## src/rtl/cpx2real_pkg.sv

```systemverilog
// Shared widths, quarter-wave sine table and quadrant mapping for cpx2real.
package cpx2real_pkg;

  localparam int IN_W   = 13;
  localparam int OUT_W  = 12;
  localparam int TRIG_W = 12;
  localparam int PROD_W = 25;
  localparam int SUM_W  = 26;
  localparam int RND_SH = 11;

  // L[k] = round(2047*sin(pi/2*(k+0.5)/16)); half-bin offset keeps the table symmetric
  localparam logic [10:0] SIN_TBL [16] = '{
    11'd100,  11'd300,  11'd497,  11'd690,
    11'd875,  11'd1052, 11'd1219, 11'd1375,
    11'd1517, 11'd1644, 11'd1756, 11'd1850,
    11'd1927, 11'd1986, 11'd2025, 11'd2045
  };

  function automatic logic [TRIG_W-1:0] quad_sin(input logic [1:0] q, input logic [3:0] i);
    logic [TRIG_W-1:0] r;
    case (q)
      2'd0:    r = {1'b0, SIN_TBL[i]};
      2'd1:    r = {1'b0, SIN_TBL[4'd15 - i]};
      2'd2:    r = 12'd0 - {1'b0, SIN_TBL[i]};
      2'd3:    r = 12'd0 - {1'b0, SIN_TBL[4'd15 - i]};
      default: r = 12'd0;
    endcase
    return r;
  endfunction

endpackage

```

## src/rtl/cpx2real_nco.sv

```systemverilog
// Phase accumulator with per-sample phase tagging and registered sin/cos lookup.
module cpx2real_nco
  import cpx2real_pkg::*;
#(
  parameter int PHASE_W = 16,
  parameter int LUT_AW  = 4
) (
  input  logic               clk,
  input  logic               reset,
  input  logic               data_rdy,
  input  logic               phase_clr,
  input  logic [PHASE_W-1:0] phase_inc,
  output logic [TRIG_W-1:0]  sin_v,
  output logic [TRIG_W-1:0]  cos_v
);

  localparam int TAG_W = LUT_AW + 2;

  logic [PHASE_W-1:0] ph;
  logic [TAG_W-1:0]   tag;
  logic [TAG_W-1:0]   cos_tag;

  // Only quadrant and table index travel with the sample; cos is a quarter turn ahead.
  always_comb begin
    cos_tag = tag + {2'b01, {LUT_AW{1'b0}}};
  end

  always_ff @(posedge clk) begin
    if (reset) begin
      ph    <= '0;
      tag   <= '0;
      sin_v <= '0;
      cos_v <= '0;
    end else begin
      if (data_rdy) begin
        if (phase_clr) begin
          tag <= '0;
          ph  <= phase_inc;
        end else begin
          tag <= ph[PHASE_W-1 -: TAG_W];
          ph  <= ph + phase_inc;
        end
      end else if (phase_clr) begin
        ph <= '0;
      end
      sin_v <= quad_sin(tag[TAG_W-1 -: 2], tag[LUT_AW-1:0]);
      cos_v <= quad_sin(cos_tag[TAG_W-1 -: 2], cos_tag[LUT_AW-1:0]);
    end
  end

endmodule

```

## src/rtl/cpx2real.sv

```systemverilog
// Complex-to-real upconverter: x = re*cos - im*sin, rounded to 12 bits.
// Define CPX2REAL_SAT_EN to saturate the output instead of wrapping.
module cpx2real
  import cpx2real_pkg::*;
#(
  parameter int PHASE_W = 16,
  parameter int LUT_AW  = 4
) (
  input  logic               clk,
  input  logic               reset,
  input  logic               data_rdy,
  input  logic [IN_W-1:0]    re,
  input  logic [IN_W-1:0]    im,
  input  logic [PHASE_W-1:0] phase_inc,
  input  logic               phase_clr,
  output logic [OUT_W-1:0]   x_tx,
  output logic               x_rdy
);

  logic [TRIG_W-1:0] sin_v, cos_v;
  logic [IN_W-1:0]   re1, im1, re2, im2;
  logic [PROD_W-1:0] prod_c, prod_s;
  logic              v1, v2, v3;
  logic [SUM_W-1:0]  sum;
  logic [OUT_W-1:0]  y_lim;
  logic              unused_bits;

  cpx2real_nco #(.PHASE_W(PHASE_W), .LUT_AW(LUT_AW)) u_nco (
    .clk       (clk),
    .reset     (reset),
    .data_rdy  (data_rdy),
    .phase_clr (phase_clr),
    .phase_inc (phase_inc),
    .sin_v     (sin_v),
    .cos_v     (cos_v)
  );

  // (d + 1024) >>> 11 equals the upper bits plus bit 10, so d[9:0] never matters.
`ifdef CPX2REAL_SAT_EN
  logic [SUM_W-RND_SH-1:0] y_full;
  always_comb begin
    y_full      = sum[SUM_W-1:RND_SH] + {{(SUM_W-RND_SH-1){1'b0}}, sum[RND_SH-1]};
    unused_bits = ^sum[RND_SH-2:0];
    if ((y_full[14:11] == 4'b0000) || (y_full[14:11] == 4'b1111)) begin
      y_lim = y_full[OUT_W-1:0];
    end else if (y_full[14]) begin
      y_lim = 12'h800;
    end else begin
      y_lim = 12'h7FF;
    end
  end
`else
  always_comb begin
    y_lim       = sum[RND_SH+OUT_W-1:RND_SH] + {{(OUT_W-1){1'b0}}, sum[RND_SH-1]};
    unused_bits = ^{sum[SUM_W-1:RND_SH+OUT_W], sum[RND_SH-2:0]};
  end
`endif

  always_comb begin
    sum = {prod_c[PROD_W-1], prod_c} - {prod_s[PROD_W-1], prod_s};
  end

  always_ff @(posedge clk) begin
    if (reset) begin
      re1    <= '0;
      im1    <= '0;
      re2    <= '0;
      im2    <= '0;
      prod_c <= '0;
      prod_s <= '0;
      v1     <= 1'b0;
      v2     <= 1'b0;
      v3     <= 1'b0;
      x_tx   <= '0;
      x_rdy  <= 1'b0;
    end else begin
      re1    <= re;
      im1    <= im;
      v1     <= data_rdy;
      re2    <= re1;
      im2    <= im1;
      v2     <= v1;
      prod_c <= PROD_W'($signed(re2) * $signed(cos_v));
      prod_s <= PROD_W'($signed(im2) * $signed(sin_v));
      v3     <= v2;
      x_rdy  <= v3;
      if (v3) begin
        x_tx <= y_lim;
      end
    end
  end

endmodule

```

## config.mk

```make
export PLATFORM = sky130hd
export DESIGN_NAME = cpx2real
export DESIGN_NICKNAME = d
export VERILOG_FILES = /design/src/rtl/cpx2real_pkg.sv /design/src/rtl/cpx2real_nco.sv /design/src/rtl/cpx2real.sv
export SDC_FILE = /design/constraint.sdc
export NUM_CORES = 1
export LEC_CHECK = 0
export CORE_AREA = 3 3 308 158
export CTS_CLUSTER_SIZE = 30
export DETAILED_ROUTE_END_ITERATION = 7
export DIE_AREA = 0 0 311 161
export GPL_TIMING_DRIVEN = 0
export SLEW_MARGIN = 25
export SYNTH_ARGS = -nofsm -noshare
export SYNTH_HDL_FRONTEND = slang
export SYNTH_HIERARCHICAL = 1
export SYNTH_SLANG_ARGS = --single-unit
```

## constraint.sdc

```tcl
create_clock -name clk -period 6.5 [get_ports clk]
set_input_delay 1.625 -clock clk [delete_from_list [all_inputs] [get_ports clk]]
set_output_delay 1.625 -clock clk [all_outputs]
set_load 0.1 [all_outputs]
```

==> reports/results.env, run 1 <==
STATUS='finished clean'
AREA_GROW_SYN2LAYOUT_PCT=10.5
HOLD_WS_NS=0.440
RR_WORST_DEPTH=19
CTS_SETUP_BUFFERS=0
WORSTREG2REGEND='prod_c[20]$_SDFF_PP0_'
R2R_START='re2[6]$_SDFF_PP0_'
REQUIRED_NS=6.80
WORST_SETUP_PATH_END_KIND='flop'
POST_DRT_VIA_CELL_RATIO=5.04
TOTALWIRELENGTH_UM=51300
INITIALDRTVIOLATIONCOUNT=1243
FINAL_CELL_UTILIZATION_OF_THE_CORE=0.451
CLOCK_SKEW_NS=0.0162
NUMPORTBUFFERS=58
FINALSETUPVIOLATIONS=0
CTS-HTREE-LEVELS=4
SYNTH_CELL_TYPES=94
CP_MAX_FO=10
DIE_AREA_UM2=50100
CRITPATHLAUNCHTYPE='flop'
SYNTH-SEQ-CELLS=160
SEQ_AREA_FRAC_SYNTH=0.169
POWER.SWITCHING_FRACTION=0.416
CLOCKROOTBUFFER='sky130_fd_sc_hd__clkbuf_16'
TIGHTESTPINTRANSITION_NS=1.06
ANTENNA_VIOLATING_NETS_POST_ROUTE=0
PLACEMENTROWS=56
MAPPED_NETS=2644
POST_DRT_WL_PER_CELL_UM=17.7
VIA_COUNT=14600
CRITICAL_PATH_CLASS='reg2reg'
CHIPHEIGHT_UM=161
INITIAL_CORE_UTIL=0.408
SYNTH_FF_TYPE='sky130_fd_sc_hd__dfxtp_1'
WORST-ENDPOINT-ARRIVAL_NS=6.50
MAX_CLOCK_FREQ_GHz=0.161
MAX-CLOCK-PATH-BUFFERS=2
MAXSLEWVIOLCOUNT=0
DESIGN.CORE.AREA_UM2=46400
SWITCHINGPOWER_mW=1.66
GLOBALROUTEOVERFLOWTOTAL=0
PLACE.DETAILED.HPWL_UM=43200
WORST_SETUP_HOLD_PATH_CLK_SLEW_NS=0.08
SYNTH_ENABLE_FLOP_CELLS=0
WIRE_LENGTH_OF_THE_FIRST_GLOBAL_ROUTING_PASS_UM=84000
NUM-NETS-FINAL=2721
CTS_MADE_BUFFERS=17
FIN_CRIT_SH=0.953
P_INT_mW=2.34
WORST_HOLD_PATH_TYPE='reg2reg'
GRT_ANTENNA_BEFORE_REPAIR=1
FINAL.SETUP.TNS_NS=0
CTS_TREE='built'
LEAKAGE_nW=9.59
FIRSTDRTPASSITERS=5
MAXIMUM_NUMBER_OF_PINS_ON_ONE_NET_BEFORE_GLOBAL_ROUTE_REPAIR=19
ASYNCSETRESETFLOPFRACSYNTH=0
COUNT_OF_SYNTHESIS_STAGE_WARNINGS_FROM_YOSYS=6
CLKLATENCYLATEPIN_NS=0.45
FIN_CRIT_NS=6.19
CLOCK-SINKS=160
FIN_CELLS=2902
SHARE_CLK_OF_TOTAL_POWER=0.253
POWER_mW=4.00
IO_PINS=59
HOLD-PATH-CELL-COUNT=1
GRT_USAGE=0.214
CTS_HOLD_REPAIR.BUFFERS=0
LAYOUT_CELL_SHARE_WITH_DRIVE_STRENGTH_BEYOND_1=0.0376
GLOBALPLACE.CONGESTION=0.927
POWER_FRAC_SEQ=0.282
PWR-SHARE-COMB=0.465
IR_DROP_uV=184
HOLDPATHEND='re2[7]$_SDFF_PP0_'
MIN_FROM='re1[7]$_SDFF_PP0_'
MAX-CAP-VIOLATIONS=0
SLEW_HEADROOM=0.285
FIRST_GLOBAL_VIAS=15200
FF2FF_SETUP_SLACK_NS=0.31
SYNTH_CELLS=2173
FINALHOLDVIOLCOUNT=0
GRT_SETUP_UNREPAIRED='no'
NUMPLACEDINSTANCES=2869
AVGSYNTHCELLAREA_UM2=8.71
REMAINING_DRC_ERRORS=0
SYNTH.CELL_AREA_UM2=18900
DIE_W_UM=311
PWR_DENSITY_CELL_nW_PER_UM2=191
[cells in the final DEF (no fill, tap or decap), types with 14 or more instances in the layout]
| cell | count |
|---|---|
| sky130_fd_sc_hd__nand3_1 | 25 |
| sky130_fd_sc_hd__inv_1 | 391 |
| sky130_fd_sc_hd__nor3_1 | 26 |
| sky130_fd_sc_hd__ha_1 | 148 |
| sky130_fd_sc_hd__and3_1 | 14 |
| sky130_fd_sc_hd__clkdlybuf4s50_1 | 58 |
| sky130_fd_sc_hd__a31oi_1 | 17 |
| sky130_fd_sc_hd__clkbuf_16 | 17 |
| sky130_fd_sc_hd__xor2_1 | 34 |
| sky130_fd_sc_hd__clkbuf_1 | 70 |
| sky130_fd_sc_hd__nand2_1 | 243 |
| sky130_fd_sc_hd__nor2_1 | 131 |
| sky130_fd_sc_hd__a21oi_1 | 74 |
| sky130_fd_sc_hd__nand2b_1 | 20 |
| sky130_fd_sc_hd__xnor2_1 | 67 |
| sky130_fd_sc_hd__a211oi_1 | 24 |
| sky130_fd_sc_hd__dfxtp_1 | 160 |
| sky130_fd_sc_hd__fa_1 | 277 |
| sky130_fd_sc_hd__mux2i_1 | 14 |
| sky130_fd_sc_hd__and2_1 | 115 |
| sky130_fd_sc_hd__a21o_1 | 15 |
| sky130_fd_sc_hd__o21ai_0 | 49 |
| sky130_fd_sc_hd__nor2b_1 | 84 |
[through the flow]
step / area, µm² / worst slack [ns]
after floorplan: 18900 / 1.38
after global placement: 20300 / 0.270
after detailed placement: 20300 / 0.272
after CTS: 20900 / 0.205
after global routing: 20900 / 0.0359
final: 20900 / 0.307
[power groups by stage]
stage | Combinational, mW | Clock (mW) | Sequential (mW)
after floorplan | 1.35 | 0 | 1.16
after global placement | 1.80 | 0 | 1.15
after detailed placement | 1.84 | 0 | 1.15
after CTS | 1.85 | 1.04 | 1.13
after global routing | 2.09 | 1.07 | 1.14
final | 1.86 | 1.01 | 1.13
[metal layers]
| layer | GRT usage | vias to the layer above | routed length [µm] |
|---|---|---|---|
| met5 | 0 | - | 13 |
| li1 | - | 6944 | - |
| met1 | 0.348 | 7162 | 27300 |
| met2 | 0.283 | 489 | 19000 |
| met3 | 0.0519 | 30 | 4500 |
| met4 | 0.0337 | 2 | 421 |
[area by class of cell]
| class | count | area, µm² |
|---|---|---|
| clock buffers | 17 | 425 |
| flip-flops and latches | 160 | 3200 |
| well taps | 638 | 798 |
| repair buffers | 58 | 581 |
| diodes | 1 | 2.50 |
| clock inverters | 15 | 160 |
| multi-input cells | 1519 | 13800 |
| plain buffers | 99 | 424 |
| fillers | 4520 | 25500 |
| inverters | 395 | 1480 |
[cell usage after synthesis (all sizes together) (4+ instances only)]
| cell | instances | area (µm²) |
|---|---|---|
| o2111ai | 4 | 35.0 |
| and3 | 16 | 106 |
| nor2b | 84 | 526 |
| or3 | 10 | 62.6 |
| or2 | 4 | 25.0 |
| xnor2 | 67 | 587 |
| a31oi | 18 | 128 |
| buf | 22 | 126 |
| clkbuf | 77 | 289 |
| o21ai | 54 | 274 |
| a21o | 15 | 113 |
| o211ai | 12 | 95.1 |
| fa | 277 | 5550 |
| ha | 148 | 1850 |
| nor4 | 4 | 25.0 |
| and2 | 115 | 719 |
| o31ai | 7 | 57.6 |
| inv | 392 | 1470 |
| nand2 | 244 | 918 |
| nor2 | 132 | 498 |
| a21oi | 75 | 379 |
| o21a | 10 | 75.1 |
| a211oi | 25 | 188 |
| nor3 | 26 | 130 |
| nand3 | 27 | 153 |
| mux2i | 14 | 140 |
| nand4 | 5 | 31.3 |
| o311ai | 4 | 52.6 |
| xor2 | 34 | 298 |
| nand2b | 20 | 125 |
| dfxtp | 160 | 3200 |
[what timing repair did]
| action | in CTS | in global routing |
|---|---|---|
| gates resized for setup | 0 | 17 |
| hold endpoints to repair | 0 | 0 |
| setup endpoints to repair | 0 | 6 |
[flip-flops by register name (all words and copies together) (netlist names), 12 cells and up]
signal and flops:
u_nco/sin_v 12, im2 13, re2 13, u_nco/cos_v 12, prod_s 23, re1 13
im1 13, x_tx 12, prod_c 23, u_nco/ph 16
[worst max path at each step]
stage | startpoint | end | slack, ns | depth (start not counted)
3_5_place_dp | u_nco/cos_v[4]$_SDFF_PP0_ | prod_c[21]$_SDFF_PP0_ | 0.27 | 21
6_report | re2[6]$_SDFF_PP0_ | prod_c[20]$_SDFF_PP0_ | 0.31 | 19
5_1_grt | re2[6]$_SDFF_PP0_ | prod_c[20]$_SDFF_PP0_ | 0.04 | 21
3_3_place_gp | u_nco/cos_v[0]$_SDFF_PP0_ | prod_c[21]$_SDFF_PP0_ | 0.27 | 20
2_1_floorplan | im2[6]$_SDFF_PP0_ | prod_s[22]$_SDFF_PP0_ | 1.38 | 19
4_1_cts | u_nco/cos_v[4]$_SDFF_PP0_ | prod_c[21]$_SDFF_PP0_ | 0.21 | 21
[critical path, stage by stage (launching register included)]
cell	delay, ns
sky130_fd_sc_hd__dfxtp_1	0.46
sky130_fd_sc_hd__clkbuf_1	0.52
sky130_fd_sc_hd__nand2_1	0.16
sky130_fd_sc_hd__fa_1	0.57
sky130_fd_sc_hd__fa_1	0.44
sky130_fd_sc_hd__fa_1	0.50
sky130_fd_sc_hd__inv_1	0.06
sky130_fd_sc_hd__fa_1	0.53
sky130_fd_sc_hd__inv_1	0.06
sky130_fd_sc_hd__fa_1	0.52
sky130_fd_sc_hd__inv_1	0.04
sky130_fd_sc_hd__ha_1	0.35
sky130_fd_sc_hd__nand2_1	0.07
sky130_fd_sc_hd__o21ai_0	0.38
sky130_fd_sc_hd__nand4_1	0.22
sky130_fd_sc_hd__a31o_2	0.28
sky130_fd_sc_hd__o211ai_1	0.28
sky130_fd_sc_hd__nor2_1	0.09
sky130_fd_sc_hd__xor2_1	0.40
sky130_fd_sc_hd__nor2_1	0.11
[logic make-up (layout without fill, tap and decap cells)]
logic type               count (synthesis)  after routing  share of synthesized area
buffers and inverters                  494            584                      0.100
adder cells (fa/ha/maj)                426            426                      0.392
other                                    0              1                          0
multiplexers                            18             18                     0.0118
AO/OA/AOI/OAI                          273            273                     0.0983
AND/OR/NAND/NOR                        701            701                      0.182
flip-flops                             160            160                      0.169
XOR/XNOR                               101            101                     0.0468
Power figures use the tool's default switching activity.
==> run 2, diff against run 1 <==
--- a/config.mk
+++ b/config.mk
@@ -10,6 +10,7 @@
 export DETAILED_ROUTE_END_ITERATION = 7
 export DIE_AREA = 0 0 311 161
 export GPL_TIMING_DRIVEN = 0
+export REMOVE_ABC_BUFFERS = 1
 export SLEW_MARGIN = 25
 export SYNTH_ARGS = -nofsm -noshare
 export SYNTH_HDL_FRONTEND = slang
==> reports/results.env, run 2 (synthesis gave the netlist of run 1 again) <==
FINAL_CELL_UTILIZATION_OF_THE_CORE=0.443
FINAL_COMMON_CELL='sky130_fd_sc_hd__inv_1'
NUMPLACEDINSTANCES=2771
CLOCK_SKEW_NS=0.0176
CP_MAX_FO=12
DIE_AREA_UM2=50100
GLOBALPLACE.CONGESTION=0.876
FINALSETUPVIOLATIONS=0
MAX_CLOCK_FREQ_GHz=0.174
HOLD_WS_NS=0.432
GLOBALROUTEOVERFLOWTOTAL=0
SLEW_HEADROOM=0.311
AREA_GROW_SYN2LAYOUT_PCT=8.53
VIA_COUNT=14000
FIN_CRIT_NS=5.75
MAX-CAP-VIOLATIONS=0
TIMING.CRITICAL_PATH.BUF_INV=3
FIRST_GLOBAL_VIAS=13800
POWER_FRAC_SEQ=0.297
MAXSLEWVIOLCOUNT=0
GRT_ANTENNA_BEFORE_REPAIR=0
STATUS='finished clean'
TOP_REGS='prod_c: 23 flops, prod_s: 23 flops, u_nco/ph: 16 flops'
FINAL.SETUP.TNS_NS=0
CRITPATHLAUNCHTYPE='flop'
CTS_TREE='built'
WORST-PATH-STAGES=19
WIRE_LENGTH_OF_THE_FIRST_GLOBAL_ROUTING_PASS_UM=76000
CRITICAL_PATH.CELL_CHAIN='nand2_1, fa_1, inv_1, ha_1, fa_1, inv_1, fa_1, fa_1, inv_1, ha_1, a21oi_1, nand2b_1, a21boi_0, o41ai_2, o311ai_0, a41oi_1, o21ai_0, xnor2_1, nor2_1'
IO_PINS=59
CRIT_PATH_FREQUENT_CELL='sky130_fd_sc_hd__fa_1'
WORST-ENDPOINT-ARRIVAL_NS=6.08
DESIGN.CORE.AREA_UM2=46400
TIGHTESTPINTRANSITION_NS=1.03
ANTENNADIODECOUNT=0
NUMPORTBUFFERS=58
CTS-HTREE-LEVELS=4
PLACEMENTROWS=56
DIE_W_UM=311
REMAINING_DRC_ERRORS=0
RR_WORST_DEPTH=19
CHIPHEIGHT_UM=161
CTS_MADE_BUFFERS=17
WORST_HOLD_PATH_TYPE='reg2reg'
LEAKAGE_nW=9.43
INITIAL_CORE_UTIL=0.408
CRITPATHSLOWESTCELL='sky130_fd_sc_hd__dfxtp_1'
CLOCK-SINKS=160
SWITCHINGPOWER_mW=1.62
POST_DRT_VIA_CELL_RATIO=4.99
PWR_DENSITY_CELL_nW_PER_UM2=193
HOLD-PATH-CELL-COUNT=1
CLOCKROOTBUFFER='sky130_fd_sc_hd__clkbuf_16'
ANTENNA_VIOLATING_NETS_POST_ROUTE=0
MOST_FREQUENT_CELLS_IN_THE_LAYOUT='sky130_fd_sc_hd__inv_1 (391), sky130_fd_sc_hd__fa_1 (277), sky130_fd_sc_hd__nand2_1 (243)'
LAYOUT_CELL_SHARE_WITH_DRIVE_STRENGTH_BEYOND_1=0.0328
POWER.SWITCHING_FRACTION=0.411
PLACE_WS_NS=0.555
PWR-SHARE-COMB=0.439
IR_DROP_uV=219
POST_DRT_WL_PER_CELL_UM=16.5
FIN_CRIT_SH=0.884
P_INT_mW=2.33
REQUIRED_NS=6.83
CRITICAL_PATH_CLASS='reg2reg'
GRT_SETUP_UNREPAIRED='no'
PLACE.DETAILED.HPWL_UM=36900
WORST_SETUP_PATH_END_KIND='flop'
FIN_CELLS=2803
TOTALWIRELENGTH_UM=46200
MAX-CLOCK-PATH-BUFFERS=2
POSTLAYOUTSETUPSLACKWORST_NS=0.755
FIRSTDRTPASSITERS=5
CRITPATHTOPFAMILY='adder cells'
STAGE_DELAY_OF_THE_SLOWEST_CELL_ON_THE_CRITICAL_PATH_NS=0.70
WORST_SETUP_HOLD_PATH_CLK_SLEW_NS=0.07
CLKLATENCYLATEPIN_NS=0.46
FINALHOLDVIOLCOUNT=0
NUM-NETS-FINAL=2623
INITIALDRTVIOLATIONCOUNT=993
MAXIMUM_NUMBER_OF_PINS_ON_ONE_NET_BEFORE_GLOBAL_ROUTE_REPAIR=116
SHARE_CLK_OF_TOTAL_POWER=0.264
GRT_USAGE=0.190
## run 2: changes by cell type in the layout (fill, tap and decap cells not counted), sizes merged
cell / before / now
clkdlybuf4s50: 58 / 56
buf: 22 / 3
clkbuf: 94 / 17
clkinv: 8 / 10
diode: 1 / 0
inv: 401 / 399
## run 2: final timing paths
kind / from / to / slack [ns]
setup / recovery: im2[3]$_SDFF_PP0_ / prod_s[22]$_SDFF_PP0_ / 0.75
hold / removal: im1[5]$_SDFF_PP0_ / im2[5]$_SDFF_PP0_ / 0.43
setup reg to reg: im2[3]$_SDFF_PP0_ / prod_s[22]$_SDFF_PP0_ / 0.75
hold reg to reg: im1[5]$_SDFF_PP0_ / im2[5]$_SDFF_PP0_ / 0.43
## run 2: per-stage QoR
step,power [mW],cell area (µm²)
2_1_floorplan,2.47,18500
3_3_place_gp,2.88,19900
3_5_place_dp,2.92,19900
6_report,3.95,20500
5_1_grt,4.26,20500
4_1_cts,3.98,20500
## run 2: area by class of cell
cell class                      count  area [µm²]
Clock buffer                       17         425
Clock inverter                     15         185
Fill cell                        4513       25900
Inverter                          395        1480
Multi-Input combinational cell   1519       13800
Sequential cell                   160        3210
Tap cell                          638         798
Timing Repair Buffer               59         608
## run 2: power by group through the flow
stage	registers, mW	clock network, mW	logic [mW]
floorplan	1.19	0	1.28
global placement	1.19	0	1.68
detailed placement	1.19	0	1.73
CTS	1.17	1.08	1.73
global route	1.19	1.12	1.96
finish	1.17	1.05	1.74
## run 2: what timing repair did
action,4_1_cts,5_1_grt
resized for setup,0,1
setup endpoints to repair,0,1
setup buffers,0,0
hold buffers,0,0
## run 2: per-layer routing
metal / track usage / up-vias / part of all wire
li1: - / 6749 / -
met1: 0.310 / 6788 / 0.54
met2: 0.243 / 424 / 0.37
met3: 0.0585 / 18 / 0.091
met4: 0.0268 / 0 / 0.0054
met5: 0 / - / 0
